==> src/rtl/gpu_definitions.sv <==
// Shared definitions for the GPU background path.
// Holds the VRAM region bases, LCDC bit positions, the background line FSM
// state codes and the VRAM address helpers used by the line renderer.
package gpu_definitions;

  // VRAM region bases
  localparam logic [15:0] TileBase8000 = 16'h8000;
  // Signed tile addressing is centred on 0x9000, covering 0x8800..0x97FF.
  localparam logic [15:0] TileBase9000 = 16'h9000;
  localparam logic [15:0] MapBase9800  = 16'h9800;
  localparam logic [15:0] MapBase9C00  = 16'h9C00;

  // LCDC bit indices
  localparam int unsigned LcdcBgEnable   = 0;
  localparam int unsigned LcdcMapSelect  = 3;
  localparam int unsigned LcdcTileSelect = 4;

  // Background line FSM states
  localparam logic [2:0] StIdle  = 3'd0;
  localparam logic [2:0] StMapRd = 3'd1;
  localparam logic [2:0] StLoRd  = 3'd2;
  localparam logic [2:0] StHiRd  = 3'd3;
  localparam logic [2:0] StShift = 3'd4;
  localparam logic [2:0] StDone  = 3'd5;

  // Tile-map byte address; the horizontal tile index wraps within the 32-tile row.
  function automatic logic [15:0] bg_map_addr(input logic [7:0] y,
                                              input logic [4:0] scx_coarse,
                                              input logic       map_sel,
                                              input logic [4:0] col);
    logic [4:0] x;
    x = scx_coarse + col;
    return (map_sel ? MapBase9C00 : MapBase9800) + {6'b0, y[7:3], x};
  endfunction

  // Low-plane byte address of a tile row; high plane is the next byte.
  function automatic logic [15:0] bg_tile_lo_addr(input logic [7:0] idx,
                                                  input logic [2:0] row,
                                                  input logic       unsigned_mode);
    logic [15:0] offset;
    offset = unsigned_mode ? {4'b0, idx, 4'b0} : {{4{idx[7]}}, idx, 4'b0};
    return (unsigned_mode ? TileBase8000 : TileBase9000) + offset + {12'b0, row, 1'b0};
  endfunction

endpackage

==> src/rtl/gpu_bg_pixel_shifter.sv <==
// Background pixel shifter and frame-buffer packer.
// Holds one tile row (lo/hi planes), maps the MSB pixel through BGP and packs
// emitted pixels into PIXELS_PER_WORD-pixel words, leftmost pixel in the MSBs.
// Ports: clk/reset (sync, active-high); clear resets packing for a new line;
// load/lo_plane/hi_plane load a tile row; shift advances the planes; emit
// pushes the current pixel (forced to 0 when zero_fill); base_addr is the
// line's first word address; fb_we/fb_addr/fb_data are the registered writes.
module gpu_bg_pixel_shifter #(
  parameter int unsigned PIXELS_PER_WORD = 8,
  parameter int unsigned FB_ADDR_WIDTH   = 16
) (
  input  logic                         clk,
  input  logic                         reset,
  input  logic                         clear,
  input  logic                         load,
  input  logic [7:0]                   lo_plane,
  input  logic [7:0]                   hi_plane,
  input  logic                         shift,
  input  logic                         emit,
  input  logic                         zero_fill,
  input  logic [7:0]                   bgp,
  input  logic [FB_ADDR_WIDTH-1:0]     base_addr,
  output logic                         fb_we,
  output logic [FB_ADDR_WIDTH-1:0]     fb_addr,
  output logic [2*PIXELS_PER_WORD-1:0] fb_data
);

  localparam int unsigned DataW = 2 * PIXELS_PER_WORD;

  logic [7:0]               lo_q, hi_q;
  logic [DataW-1:0]         acc_q;
  logic [3:0]               cnt_q;
  logic [FB_ADDR_WIDTH-1:0] word_idx_q;
  logic [1:0]               colour;
  logic [1:0]               pixel;
  logic [DataW-1:0]         acc_next;
  logic                     word_full;

  assign colour = {hi_q[7], lo_q[7]};

  always_comb begin
    pixel = 2'b00;
    if (!zero_fill) begin
      case (colour)
        2'd0:    pixel = bgp[1:0];
        2'd1:    pixel = bgp[3:2];
        2'd2:    pixel = bgp[5:4];
        default: pixel = bgp[7:6];
      endcase
    end
  end

  assign acc_next  = DataW'({acc_q, pixel});
  assign word_full = (cnt_q == 4'(PIXELS_PER_WORD - 1));

  always_ff @(posedge clk) begin
    if (reset) begin
      lo_q       <= '0;
      hi_q       <= '0;
      acc_q      <= '0;
      cnt_q      <= '0;
      word_idx_q <= '0;
      fb_we      <= 1'b0;
      fb_addr    <= '0;
      fb_data    <= '0;
    end else begin
      fb_we <= 1'b0;
      if (load) begin
        lo_q <= lo_plane;
        hi_q <= hi_plane;
      end else if (shift) begin
        lo_q <= {lo_q[6:0], 1'b0};
        hi_q <= {hi_q[6:0], 1'b0};
      end
      if (clear) begin
        acc_q      <= '0;
        cnt_q      <= '0;
        word_idx_q <= '0;
      end else if (emit) begin
        if (word_full) begin
          fb_we      <= 1'b1;
          fb_data    <= acc_next;
          fb_addr    <= base_addr + word_idx_q;
          word_idx_q <= word_idx_q + 1'b1;
          cnt_q      <= '0;
          acc_q      <= '0;
        end else begin
          acc_q <= acc_next;
          cnt_q <= cnt_q + 4'd1;
        end
      end
    end
  end

endmodule

==> src/rtl/gpu_bg_line_renderer.sv <==
// Hardwired background scanline renderer.
// On iStart, latches LY/LCDC/SCX/SCY/BGP, fetches map and tile bytes through
// the MCU read port (request held until valid), applies scroll and palette and
// writes packed 2-bit pixels to the frame buffer. oBusy covers the line,
// oDone pulses one cycle after the last write. With LCDC[0]=0 the line is
// zero-filled without any VRAM reads.
module gpu_bg_line_renderer
  import gpu_definitions::*;
#(
  parameter int unsigned PIXELS_PER_WORD = 8,
  parameter int unsigned LINE_PIXELS     = 160,
  parameter int unsigned FB_ADDR_WIDTH   = 16
) (
  input  logic                         iClock,
  input  logic                         iReset,
  input  logic                         iStart,
  input  logic [7:0]                   iLine,
  input  logic [7:0]                   iLCDC,
  input  logic [7:0]                   iSCX,
  input  logic [7:0]                   iSCY,
  input  logic [7:0]                   iBGP,
  output logic [15:0]                  oMcuAddr,
  output logic                         oMcuReadRequest,
  input  logic [7:0]                   iMcuReadData,
  input  logic                         iMcuReadValid,
  output logic                         oFramBufferWe,
  output logic [FB_ADDR_WIDTH-1:0]     oFramBufferAddr,
  output logic [2*PIXELS_PER_WORD-1:0] oFramBufferData,
  output logic                         oBusy,
  output logic                         oDone
);

  localparam int unsigned PixW         = $clog2(LINE_PIXELS);
  localparam int unsigned WordsPerLine = LINE_PIXELS / PIXELS_PER_WORD;
  localparam logic [PixW-1:0] LastPix  = PixW'(LINE_PIXELS - 1);

  logic [2:0]      state_q, state_d;
  logic [7:0]      line_q, line_d, scy_q, scy_d, bgp_q, bgp_d, lo_q, lo_d;
  logic [4:0]      scx_coarse_q, scx_coarse_d, col_q, col_d;
  logic            map_sel_q, map_sel_d, tile_sel_q, tile_sel_d;
  logic            zero_fill_q, zero_fill_d;
  logic [2:0]      shift_cnt_q, shift_cnt_d, discard_q, discard_d;
  logic [PixW-1:0] pix_cnt_q, pix_cnt_d;
  logic [15:0]     addr_q, addr_d;
  logic            req_q, req_d, busy_q, busy_d, done_q, done_d;
  logic            sh_clear, sh_load, sh_shift, sh_emit;
  logic [7:0]      y_start, y_cur;
  logic [FB_ADDR_WIDTH-1:0] fb_base;

  logic unused_lcdc;
  assign unused_lcdc = ^{iLCDC[7:5], iLCDC[2:1]};

  assign y_start = iLine + iSCY;
  assign y_cur   = line_q + scy_q;
  assign fb_base = FB_ADDR_WIDTH'(32'(line_q) * WordsPerLine);

  always_comb begin
    state_d      = state_q;
    line_d       = line_q;
    scy_d        = scy_q;
    bgp_d        = bgp_q;
    lo_d         = lo_q;
    scx_coarse_d = scx_coarse_q;
    col_d        = col_q;
    map_sel_d    = map_sel_q;
    tile_sel_d   = tile_sel_q;
    zero_fill_d  = zero_fill_q;
    shift_cnt_d  = shift_cnt_q;
    discard_d    = discard_q;
    pix_cnt_d    = pix_cnt_q;
    addr_d       = addr_q;
    req_d        = req_q;
    busy_d       = busy_q;
    done_d       = 1'b0;
    sh_clear     = 1'b0;
    sh_load      = 1'b0;
    sh_shift     = 1'b0;
    sh_emit      = 1'b0;
    case (state_q)
      StIdle: begin
        if (iStart) begin
          line_d       = iLine;
          scy_d        = iSCY;
          bgp_d        = iBGP;
          scx_coarse_d = iSCX[7:3];
          map_sel_d    = iLCDC[LcdcMapSelect];
          tile_sel_d   = iLCDC[LcdcTileSelect];
          zero_fill_d  = !iLCDC[LcdcBgEnable];
          col_d        = '0;
          pix_cnt_d    = '0;
          shift_cnt_d  = '0;
          busy_d       = 1'b1;
          sh_clear     = 1'b1;
          if (iLCDC[LcdcBgEnable]) begin
            discard_d = iSCX[2:0];
            req_d     = 1'b1;
            addr_d    = bg_map_addr(y_start, iSCX[7:3], iLCDC[LcdcMapSelect], 5'd0);
            state_d   = StMapRd;
          end else begin
            discard_d = '0;
            state_d   = StShift;
          end
        end
      end
      StMapRd: begin
        if (iMcuReadValid) begin
          addr_d  = bg_tile_lo_addr(iMcuReadData, y_cur[2:0], tile_sel_q);
          state_d = StLoRd;
        end
      end
      StLoRd: begin
        if (iMcuReadValid) begin
          lo_d    = iMcuReadData;
          addr_d  = addr_q + 16'd1;
          state_d = StHiRd;
        end
      end
      StHiRd: begin
        if (iMcuReadValid) begin
          sh_load = 1'b1;
          req_d   = 1'b0;
          state_d = StShift;
        end
      end
      StShift: begin
        sh_shift    = 1'b1;
        shift_cnt_d = shift_cnt_q + 3'd1;
        // Fine-X discard only ever applies to the first tile.
        if (discard_q != 3'd0) begin
          discard_d = discard_q - 3'd1;
        end else begin
          sh_emit   = 1'b1;
          pix_cnt_d = pix_cnt_q + PixW'(1);
        end
        if ((discard_q == 3'd0) && (pix_cnt_q == LastPix)) begin
          state_d = StDone;
        end else if (!zero_fill_q && (shift_cnt_q == 3'd7)) begin
          col_d   = col_q + 5'd1;
          req_d   = 1'b1;
          addr_d  = bg_map_addr(y_cur, scx_coarse_q, map_sel_q, col_q + 5'd1);
          state_d = StMapRd;
        end
      end
      StDone: begin
        done_d  = 1'b1;
        busy_d  = 1'b0;
        state_d = StIdle;
      end
      default: state_d = StIdle;
    endcase
  end

  always_ff @(posedge iClock) begin
    if (iReset) begin
      state_q      <= StIdle;
      line_q       <= '0;
      scy_q        <= '0;
      bgp_q        <= '0;
      lo_q         <= '0;
      scx_coarse_q <= '0;
      col_q        <= '0;
      map_sel_q    <= 1'b0;
      tile_sel_q   <= 1'b0;
      zero_fill_q  <= 1'b0;
      shift_cnt_q  <= '0;
      discard_q    <= '0;
      pix_cnt_q    <= '0;
      addr_q       <= '0;
      req_q        <= 1'b0;
      busy_q       <= 1'b0;
      done_q       <= 1'b0;
    end else begin
      state_q      <= state_d;
      line_q       <= line_d;
      scy_q        <= scy_d;
      bgp_q        <= bgp_d;
      lo_q         <= lo_d;
      scx_coarse_q <= scx_coarse_d;
      col_q        <= col_d;
      map_sel_q    <= map_sel_d;
      tile_sel_q   <= tile_sel_d;
      zero_fill_q  <= zero_fill_d;
      shift_cnt_q  <= shift_cnt_d;
      discard_q    <= discard_d;
      pix_cnt_q    <= pix_cnt_d;
      addr_q       <= addr_d;
      req_q        <= req_d;
      busy_q       <= busy_d;
      done_q       <= done_d;
    end
  end

  assign oMcuAddr        = addr_q;
  assign oMcuReadRequest = req_q;
  assign oBusy           = busy_q;
  assign oDone           = done_q;

  gpu_bg_pixel_shifter #(
    .PIXELS_PER_WORD(PIXELS_PER_WORD),
    .FB_ADDR_WIDTH  (FB_ADDR_WIDTH)
  ) u_shifter (
    .clk      (iClock),
    .reset    (iReset),
    .clear    (sh_clear),
    .load     (sh_load),
    .lo_plane (lo_q),
    .hi_plane (iMcuReadData),
    .shift    (sh_shift),
    .emit     (sh_emit),
    .zero_fill(zero_fill_q),
    .bgp      (bgp_q),
    .base_addr(fb_base),
    .fb_we    (oFramBufferWe),
    .fb_addr  (oFramBufferAddr),
    .fb_data  (oFramBufferData)
  );

endmodule

==> config.mk <==
export PLATFORM = sky130hd
export DESIGN_NAME = gpu_bg_line_renderer
export DESIGN_NICKNAME = d
export VERILOG_FILES = /design/src/rtl/gpu_definitions.sv /design/src/rtl/gpu_bg_pixel_shifter.sv /design/src/rtl/gpu_bg_line_renderer.sv
export SDC_FILE = /design/constraint.sdc
export NUM_CORES = 1
export LEC_CHECK = 0
export ABC_AREA = 0
export BUFFER_PORTS_ARGS = -buffer_cell sky130_fd_sc_hd__clkbuf_2
export CORE_MARGIN = 2
export CORE_UTILIZATION = 63
export DETAILED_ROUTE_END_ITERATION = 8
export GPL_ROUTABILITY_DRIVEN = 0
export GPL_TIMING_DRIVEN = 0
export MAX_ROUTING_LAYER = met4
export PLACE_DENSITY = 0.86
export RECOVER_POWER = 50
export SLEW_MARGIN = 20
export SYNTH_ARGS = -nofsm -noshare
export SYNTH_HDL_FRONTEND = slang
export SYNTH_SLANG_ARGS = --single-unit
==> constraint.sdc <==
create_clock -name iClock -period 8 [get_ports iClock]
set_clock_uncertainty 0.05 [all_clocks]
set_input_delay 1.6 -clock iClock [delete_from_list [all_inputs] [get_ports iClock]]
set_output_delay 1.6 -clock iClock [all_outputs]
set_load 0.02 [all_outputs]
==> results of run 1 <==
## per-stage QoR
stage,utilization,instances
floorplan,-,1086
global placement,0.696,1359
detailed placement,0.696,1359
CTS,0.743,1391
global route,0.738,1391
finish,0.738,1391
## power groups by stage
stage | clock network (W) | registers (W) | logic, W
after floorplan | 0 | 0.000926 | 0.000272
after global placement | 0 | 0.000917 | 0.000403
after detailed placement | 0 | 0.000919 | 0.000412
after CTS | 0.000859 | 0.000901 | 0.000419
after global routing | 0.000898 | 0.000907 | 0.000464
final | 0.000862 | 0.000904 | 0.000426
## per-layer routing
metal,GRT usage,part of all wire,vias up
met1,0.430,0.41,3911
met5,-,0,-
li1,-,-,4037
met3,0.0731,0.089,78
met2,0.552,0.47,435
met4,0.148,0.039,0
## sequential cells by signal, summed over array words and instances, names as in the netlist, 3 cells and up
register / flops
bgp_q: 8
col_q: 5
discard_q: 3
line_q: 8
lo_q: 8
oMcuAddr: 16
pix_cnt_q: 8
scx_coarse_q: 5
scy_q: 8
shift_cnt_q: 3
state_q: 3
u_shifter.acc_q: 14
u_shifter.cnt_q: 4
u_shifter.fb_addr: 16
u_shifter.fb_data: 16
u_shifter.hi_q: 8
u_shifter.lo_q: 8
u_shifter.word_idx_q: 16
## kinds of logic after synthesis
kind of cell               Yosys count  share of synthesized area
xor gates and xnor gates            51                     0.0525
muxes                                2                    0.00529
DFF                                164                      0.386
and+or+nand+nor                    437                      0.230
AOI/OAI and AO/OA                  295                      0.204
adders and majority gates           55                     0.0841
buffers and inverters               82                     0.0387
## worst min-delay path, cell delays in order, from the launching register on
cell and delay, ns:
dfxtp_1 0.31, nand2_1 0.05, a21oi_1 0.05
## synthesized netlist by cell type (all sizes together), types with 3 or more instances
library cell | instances | area, um^2
o21bai | 5 | 37.5
nand2b | 10 | 62.6
xnor2 | 30 | 263
a31oi | 7 | 43.8
nor3b | 3 | 38.8
xor2 | 21 | 184
a21o | 13 | 97.6
inv | 22 | 82.6
o211ai | 5 | 37.5
fa | 4 | 80.1
nor2 | 79 | 297
clkbuf | 32 | 120
buf | 27 | 123
nand4 | 12 | 75.1
a211oi | 11 | 82.6
nor3 | 23 | 115
and2 | 3 | 18.8
or3 | 8 | 55.1
a311oi | 4 | 35.0
nand2 | 220 | 826
dfxtp | 164 | 3280
ha | 50 | 626
o21ai | 39 | 195
a22oi | 8 | 60.1
and3 | 9 | 56.3
nor2b | 12 | 75.1
o21a | 6 | 45.0
or4 | 4 | 30.0
nand3 | 45 | 230
a21oi | 168 | 841
a221oi | 4 | 35.0
## layout make-up
class	count	area [um^2]	share of cell area
multi-input combinational	840	4900	0.501
sequential	164	3280	0.336
clock buffer	22	474	0.0486
timing repair buffer	97	422	0.0432
buffer	59	236	0.0242
tap	176	220	0.0225
clock inverter	10	148	0.0151
inverter	23	86.3	0.00884
## path summary, 6_finish.rpt
kind / from / endpoint / slack, ns
hold reg to reg: u_shifter.fb_data[4]$_SDFFE_PP0P_ / u_shifter.fb_data[4]$_SDFFE_PP0P_ / 0.40
setup / recovery: line_q[1]$_SDFFE_PP0P_ / u_shifter.fb_addr[14]$_SDFFE_PP0P_ / 4.31
hold / removal: u_shifter.fb_data[4]$_SDFFE_PP0P_ / u_shifter.fb_data[4]$_SDFFE_PP0P_ / 0.40
setup reg to reg: line_q[1]$_SDFFE_PP0P_ / u_shifter.fb_addr[14]$_SDFFE_PP0P_ / 4.31
==> flow_summary.rst, run 1 <==
.. list-table::
   :header-rows: 1

   * - Metric
     - Value
   * - Run status
     - completed
   * - Top achievable clock speed
     - 271 MHz
   * - Global-route wire length before repair
     - 38.5 mm
   * - I/O pin count
     - 104
   * - Post-synth top flop
     - dfxtp_1
   * - Number of violations reported at the end of detailed-routing iteration 0
     - 930
   * - Setup Slack @ Placement
     - 4.38 ns
   * - Placed Area
     - 0.00922 mm^2
   * - Depth of the worst register-to-register path
     - 16
   * - Number of vias per cell after detailed routing
     - 6.08
   * - Routed wire length
     - 24.3 mm
   * - Antenna violations before repair
     - 0
   * - Post-synth EDFFs
     - 0
   * - Area overhead of the layout relative to synthesis
     - 14.8%
   * - Total Power
     - 0.00219 W
   * - Final routed wire length divided by cell count
     - 17.5 um
   * - Cell family contributing the most delay on the critical path
     - adder cells
   * - Number of buffers and inverters on the critical path
     - 0
   * - Flop pwr share
     - 0.412
   * - Syn_nets
     - 1192
   * - Global Route Usage Sum
     - 0.347
   * - Leak
     - 3.74 nW
   * - Max Cap Violations
     - 0
   * - Layout cell share with drive strength beyond 1
     - 0.0815
   * - Root Buffer Master
     - clkbuf_16
   * - Async set-or-reset flop fraction in the synthesized netlist
     - 0
   * - Setup repair after global routing missed its margin
     - no
   * - CP Capture Type
     - register
   * - Net switching power
     - 0.000672 W
   * - Largest buffer count on any clock path
     - 2
   * - Hold buffer count at CTS
     - 0
   * - Arrival time of data at the critical path endpoint
     - 4.00 ns
   * - Finish-stage setup viols
     - 0
   * - Crit-path cells
     - ha_1 -> ha_1 -> fa_1 -> a21oi_1 -> nor2_1 -> nor2_1 -> o21bai_1 -> a21oi_1 -> xnor2_1 -> ha_1 -> nand3_1 -> a21oi_1 -> a41oi_1 -> a31oi_1 -> xnor2_1 -> a21oi_1
   * - First drt pass iteration count
     - 8
   * - Rel. slew slack
     - 0.342
   * - Sequential share of the synthesized area
     - 0.386
   * - Via count of the first global-routing pass
     - 7718
   * - Fraction of the cycle the final worst path needs
     - 0.461
   * - Warnings, synthesis
     - 0
   * - Most common cell after layout, fill and taps aside
     - nand2_1
   * - Post-synthesis instance area
     - 0.00851 mm^2
   * - Number of cells on the worst hold path
     - 2
   * - Post-route DRC
     - 0
   * - Kind of start point of the critical path
     - register
   * - CTS Buf Count
     - 17
   * - Final critical-path required period
     - 3.69 ns
   * - Worst path depth
     - 16
   * - Transition time at the pin with the least slew margin
     - 0.983 ns
   * - Final Hold Violating Endpoints
     - 0
   * - Instance count of the mapped netlist
     - 1086
   * - Post-route cell area
     - 0.00977 mm^2
   * - Count of port buffers added during placement
     - 97
   * - Cell area power density
     - 224 mW/mm^2
   * - Most common cell on crit path
     - a21oi_1
   * - Clock latency at the later pin of the worst-skew pair
     - 0.44 ns
   * - Total negative slack
     - 0 ns
   * - Global route total overflow
     - 0
   * - Setup Fix Bufs, Post-CTS
     - 0
   * - Number of fill cells
     - 1106
   * - Min setup slack post-route
     - 4.31 ns
   * - Switching fraction of total power
     - 0.307
   * - Worst EP required
     - 8.32 ns
   * - ANT nets after route
     - 0
   * - Total core area
     - 0.0132 mm^2
   * - Hold Crit Class
     - reg -> reg
   * - Highest net fanout along the worst path
     - 6
   * - Clk pwr share
     - 0.393
   * - Total number of nets in the final design
     - 1308
   * - Smallest hold slack
     - 0.402 ns
   * - Pins Over Slew Limit
     - 0
   * - Crit-path slowest cell
     - dfxtp_1
   * - CTS tree
     - done
   * - Total of flip-flops plus latches after synthesis
     - 164
   * - Post-synth cell types
     - 67
   * - Total die area
     - 0.0145 mm^2
   * - Pin count of the biggest net entering global routing
     - 17
   * - Syn avg cell area
     - 7.84 um^2
   * - Clock transition at path regs
     - 0.06 ns
   * - Total of cells resized after clock tree synthesis
     - 0
   * - Internal power
     - 0.00152 W
   * - Max IR drop VDD
     - 195 uV
   * - Commonest cells after routing, fill and taps aside
     - nand2_1, a21oi_1, dfxtp_1, clkbuf_1, nor2_1
   * - Die Y
     - 120 um
   * - Half-perimeter wire length after detailed placement
     - 17.1 mm
   * - # clock sinks
     - 164
   * - Inserted Diodes
     - 0
   * - Delay of the slowest cell on the worst path
     - 0.51 ns
   * - Die outline width
     - 120 um
   * - Htree depth
     - 4
   * - Standard-cell row count
     - 42
   * - Startpoint-to-endpoint class of the critical path
     - reg -> reg
   * - Number of vias in the routed layout
     - 8461
   * - Comb power frac
     - 0.194
   * - Effective utilization at floorplan
     - 0.643
No activity file was read; power rests on OpenSTA's default activity.
==> run 2, diff against run 1 <==
Settings changed: CORE_UTILIZATION 63 to 53, PLACE_DENSITY 0.86 to 0.77.
Clock period 8 ns to 3.31 ns, I/O delays scaled along.
==> flow_summary.rst, run 2 (synthesis gave the netlist of run 1 again) <==
.. list-table::
   :header-rows: 1

   * - Metric
     - Value
   * - Hold buffer count at CTS
     - 0 (unchanged)
   * - CP Launch Point
     - line_q[1]$_SDFFE_PP0P_
   * - Rel. slew slack
     - 0.406 (+0.0641)
   * - Run status
     - completed
   * - Depth of the worst register-to-register path
     - 16 (unchanged)
   * - Transition time at the pin with the least slew margin
     - 0.887 ns (-0.0958 ns)
   * - Global route total overflow
     - 0 (unchanged)
   * - CTS tree
     - done
   * - Kind of start point of the critical path
     - register
   * - Routed wire length
     - 24.5 mm (+0.85%)
   * - Worst EP required
     - 3.58 ns (-4.74 ns)
   * - Inserted Diodes
     - 0 (unchanged)
   * - Startpoint-to-endpoint class of the critical path
     - reg -> reg
   * - CTS Buf Count
     - 17 (unchanged)
   * - Number of vias in the routed layout
     - 8406 (-0.65%)
   * - Layout cell share with drive strength beyond 1
     - 0.106 (+0.0241)
   * - Smallest hold slack
     - 0.401 ns (-0.000775 ns)
   * - Startpoint of the worst register-to-register path
     - line_q[1]$_SDFFE_PP0P_
   * - ANT nets after route
     - 0 (unchanged)
   * - Global-route wire length before repair
     - 38.4 mm (-0.22%)
   * - Max Cap Violations
     - 0 (unchanged)
   * - Fraction of the cycle the final worst path needs
     - 0.973 (+0.512)
   * - Total number of nets in the final design
     - 1315 (+0.54%)
   * - Highest net fanout along the worst path
     - 4 (-2)
   * - Standard-cell row count
     - 46 (+9.5%)
   * - First drt pass iteration count
     - 6 (-2)
   * - Setup Slack @ Placement
     - -0.324 ns (-4.71 ns)
   * - Commonest cells after routing, fill and taps aside
     - nand2_1, a21oi_1, dfxtp_1, clkbuf_1, nor2_1
   * - Top achievable clock speed
     - 311 MHz (+14%)
   * - Min setup slack post-route
     - 0.0905 ns (-4.22 ns)
   * - Leak
     - 3.74 nW (+0.19%)
   * - Total core area
     - 0.0158 mm^2 (+19%)
   * - Global Route Usage Sum
     - 0.298 (-0.0490)
   * - Hold Crit Class
     - reg -> reg
   * - Final critical-path required period
     - 3.22 ns (-0.466 ns)
   * - Htree depth
     - 4 (unchanged)
   * - Via count of the first global-routing pass
     - 7613 (-1.4%)
   * - # clock sinks
     - 164 (unchanged)
   * - Arrival time of data at the critical path endpoint
     - 3.49 ns (-0.51 ns)
   * - Register-to-register setup slack
     - 0.09 ns (-4.22 ns)
   * - Area overhead of the layout relative to synthesis
     - 17.1%
   * - Die Y
     - 131 um (+8.7%)
   * - Reg-to-reg endpoint
     - u_shifter.fb_addr[14]$_SDFFE_PP0P_
   * - Root Buffer Master
     - clkbuf_16
   * - Final routed wire length divided by cell count
     - 17.1 um (-2.4%)
   * - Pins Over Slew Limit
     - 0 (unchanged)
   * - Cell area power density
     - 522 mW/mm^2 (+130%)
   * - Antenna violations before repair
     - 0 (unchanged)
   * - Core utilization of the finished layout
     - 0.632 (-0.106)
   * - Effective utilization at floorplan
     - 0.540 (-0.103)
   * - Crit path to
     - u_shifter.fb_addr[14]$_SDFFE_PP0P_
   * - Largest buffer count on any clock path
     - 2 (unchanged)
   * - Die outline width
     - 131 um (+8.7%)
   * - CP Capture Type
     - register
   * - Total die area
     - 0.0171 mm^2 (+18%)
   * - I/O pin count
     - 104 (unchanged)
   * - Half-perimeter wire length after detailed placement
     - 17.8 mm (+3.9%)
   * - Number of violations reported at the end of detailed-routing iteration 0
     - 729 (-22%)
   * - Final Hold Violating Endpoints
     - 0 (unchanged)
   * - Finish-stage setup viols
     - 0 (unchanged)
   * - Clock transition at path regs
     - 0.07 ns (about the same)
   * - Post-route DRC
     - 0 (unchanged)
   * - Most common cell after layout, fill and taps aside
     - nand2_1
   * - Number of vias per cell after detailed routing
     - 5.85 (-3.9%)
   * - Count of port buffers added during placement
     - 97 (unchanged)
   * - Clock latency at the later pin of the worst-skew pair
     - 0.43 ns (about the same)
   * - Max IR drop VDD
     - 463 uV (+140%)
   * - Pin count of the biggest net entering global routing
     - 17 (unchanged)
## run 2: cell types whose count changed in the layout (fill, tap and decap cells not counted), sizes merged
cell | previous run | this run
inv | 23 | 27
clkinvlp | 2 | 4
bufinv | 3 | 1
clkinv | 5 | 3
clkbuf | 156 | 161
## run 2: through the flow
stage,instances,area [um^2],total power (W),TNS [ns]
2_1_floorplan,1086,8510,0.00290,0
4_1_cts,1434,9910,0.00517,0
3_3_place_gp,1399,9270,0.00321,-0.787
6_report,1438,9960,0.00520,0
5_1_grt,1438,9960,0.00541,-0.126
3_5_place_dp,1399,9270,0.00323,-1.09
## run 2: layout make-up
cell class | instances | area, um^2
Buffer | 59 | 233
Clock buffer | 20 | 467
Clock inverter | 12 | 116
Fill cell | 1477 | 5810
Inverter | 23 | 86.3
Multi-Input combinational cell | 840 | 5020
Sequential cell | 164 | 3300
Tap cell | 216 | 270
Timing Repair Buffer | 104 | 473
## run 2: worst min-delay path by stage
stage / slack [ns] / depth (start not counted) / start / endpoint
after global routing: 0.40 / 3 / iBGP[6] / bgp_q[6]$_SDFFE_PP0P_
after CTS: 0.40 / 3 / iBGP[5] / bgp_q[5]$_SDFFE_PP0P_
after detailed placement: 0.40 / 2 / bgp_q[5]$_SDFFE_PP0P_ / bgp_q[5]$_SDFFE_PP0P_
after floorplan: 0.38 / 2 / lo_q[0]$_SDFFE_PP0P_ / u_shifter.lo_q[0]$_SDFFE_PP0P_
after global placement: 0.39 / 2 / u_shifter.fb_addr[5]$_SDFFE_PP0P_ / u_shifter.fb_addr[5]$_SDFFE_PP0P_
final: 0.40 / 2 / u_shifter.fb_addr[7]$_SDFFE_PP0P_ / u_shifter.fb_addr[7]$_SDFFE_PP0P_
## run 2: power by group
group          total (W)  switching, W  internal, W  leakage [nW]
clock network    0.00196      0.000851      0.00111         0.278
logic            0.00105      0.000689     0.000363          2.13
registers        0.00219      0.000113      0.00207          1.33
## run 2: layer usage
metal,part of all wire,global-route usage
met1,0.43,0.382
met2,0.46,0.461
met3,0.071,0.0578
met4,0.032,0.125
met5,0,-
## run 2: repair_timing
action	CTS	global route
endpoints found under the setup margin	4	5
buffers inserted	3	4
pin swaps	5	16
gates resized for setup	11	21
## run 2: worst max-delay path: stages, from the launching register on
cell	delay, ns
dfxtp_4	0.37
ha_4	0.25
ha_4	0.16
fa_2	0.39
a21oi_2	0.16
nor2_1	0.06
nor2_2	0.11
o21bai_1	0.09
a21oi_1	0.15
xnor2_1	0.12
ha_1	0.38
nand3_2	0.10
a21oi_2	0.16
a41oi_2	0.07
a31oi_1	0.25
xnor2_1	0.14
a21oi_1	0.08
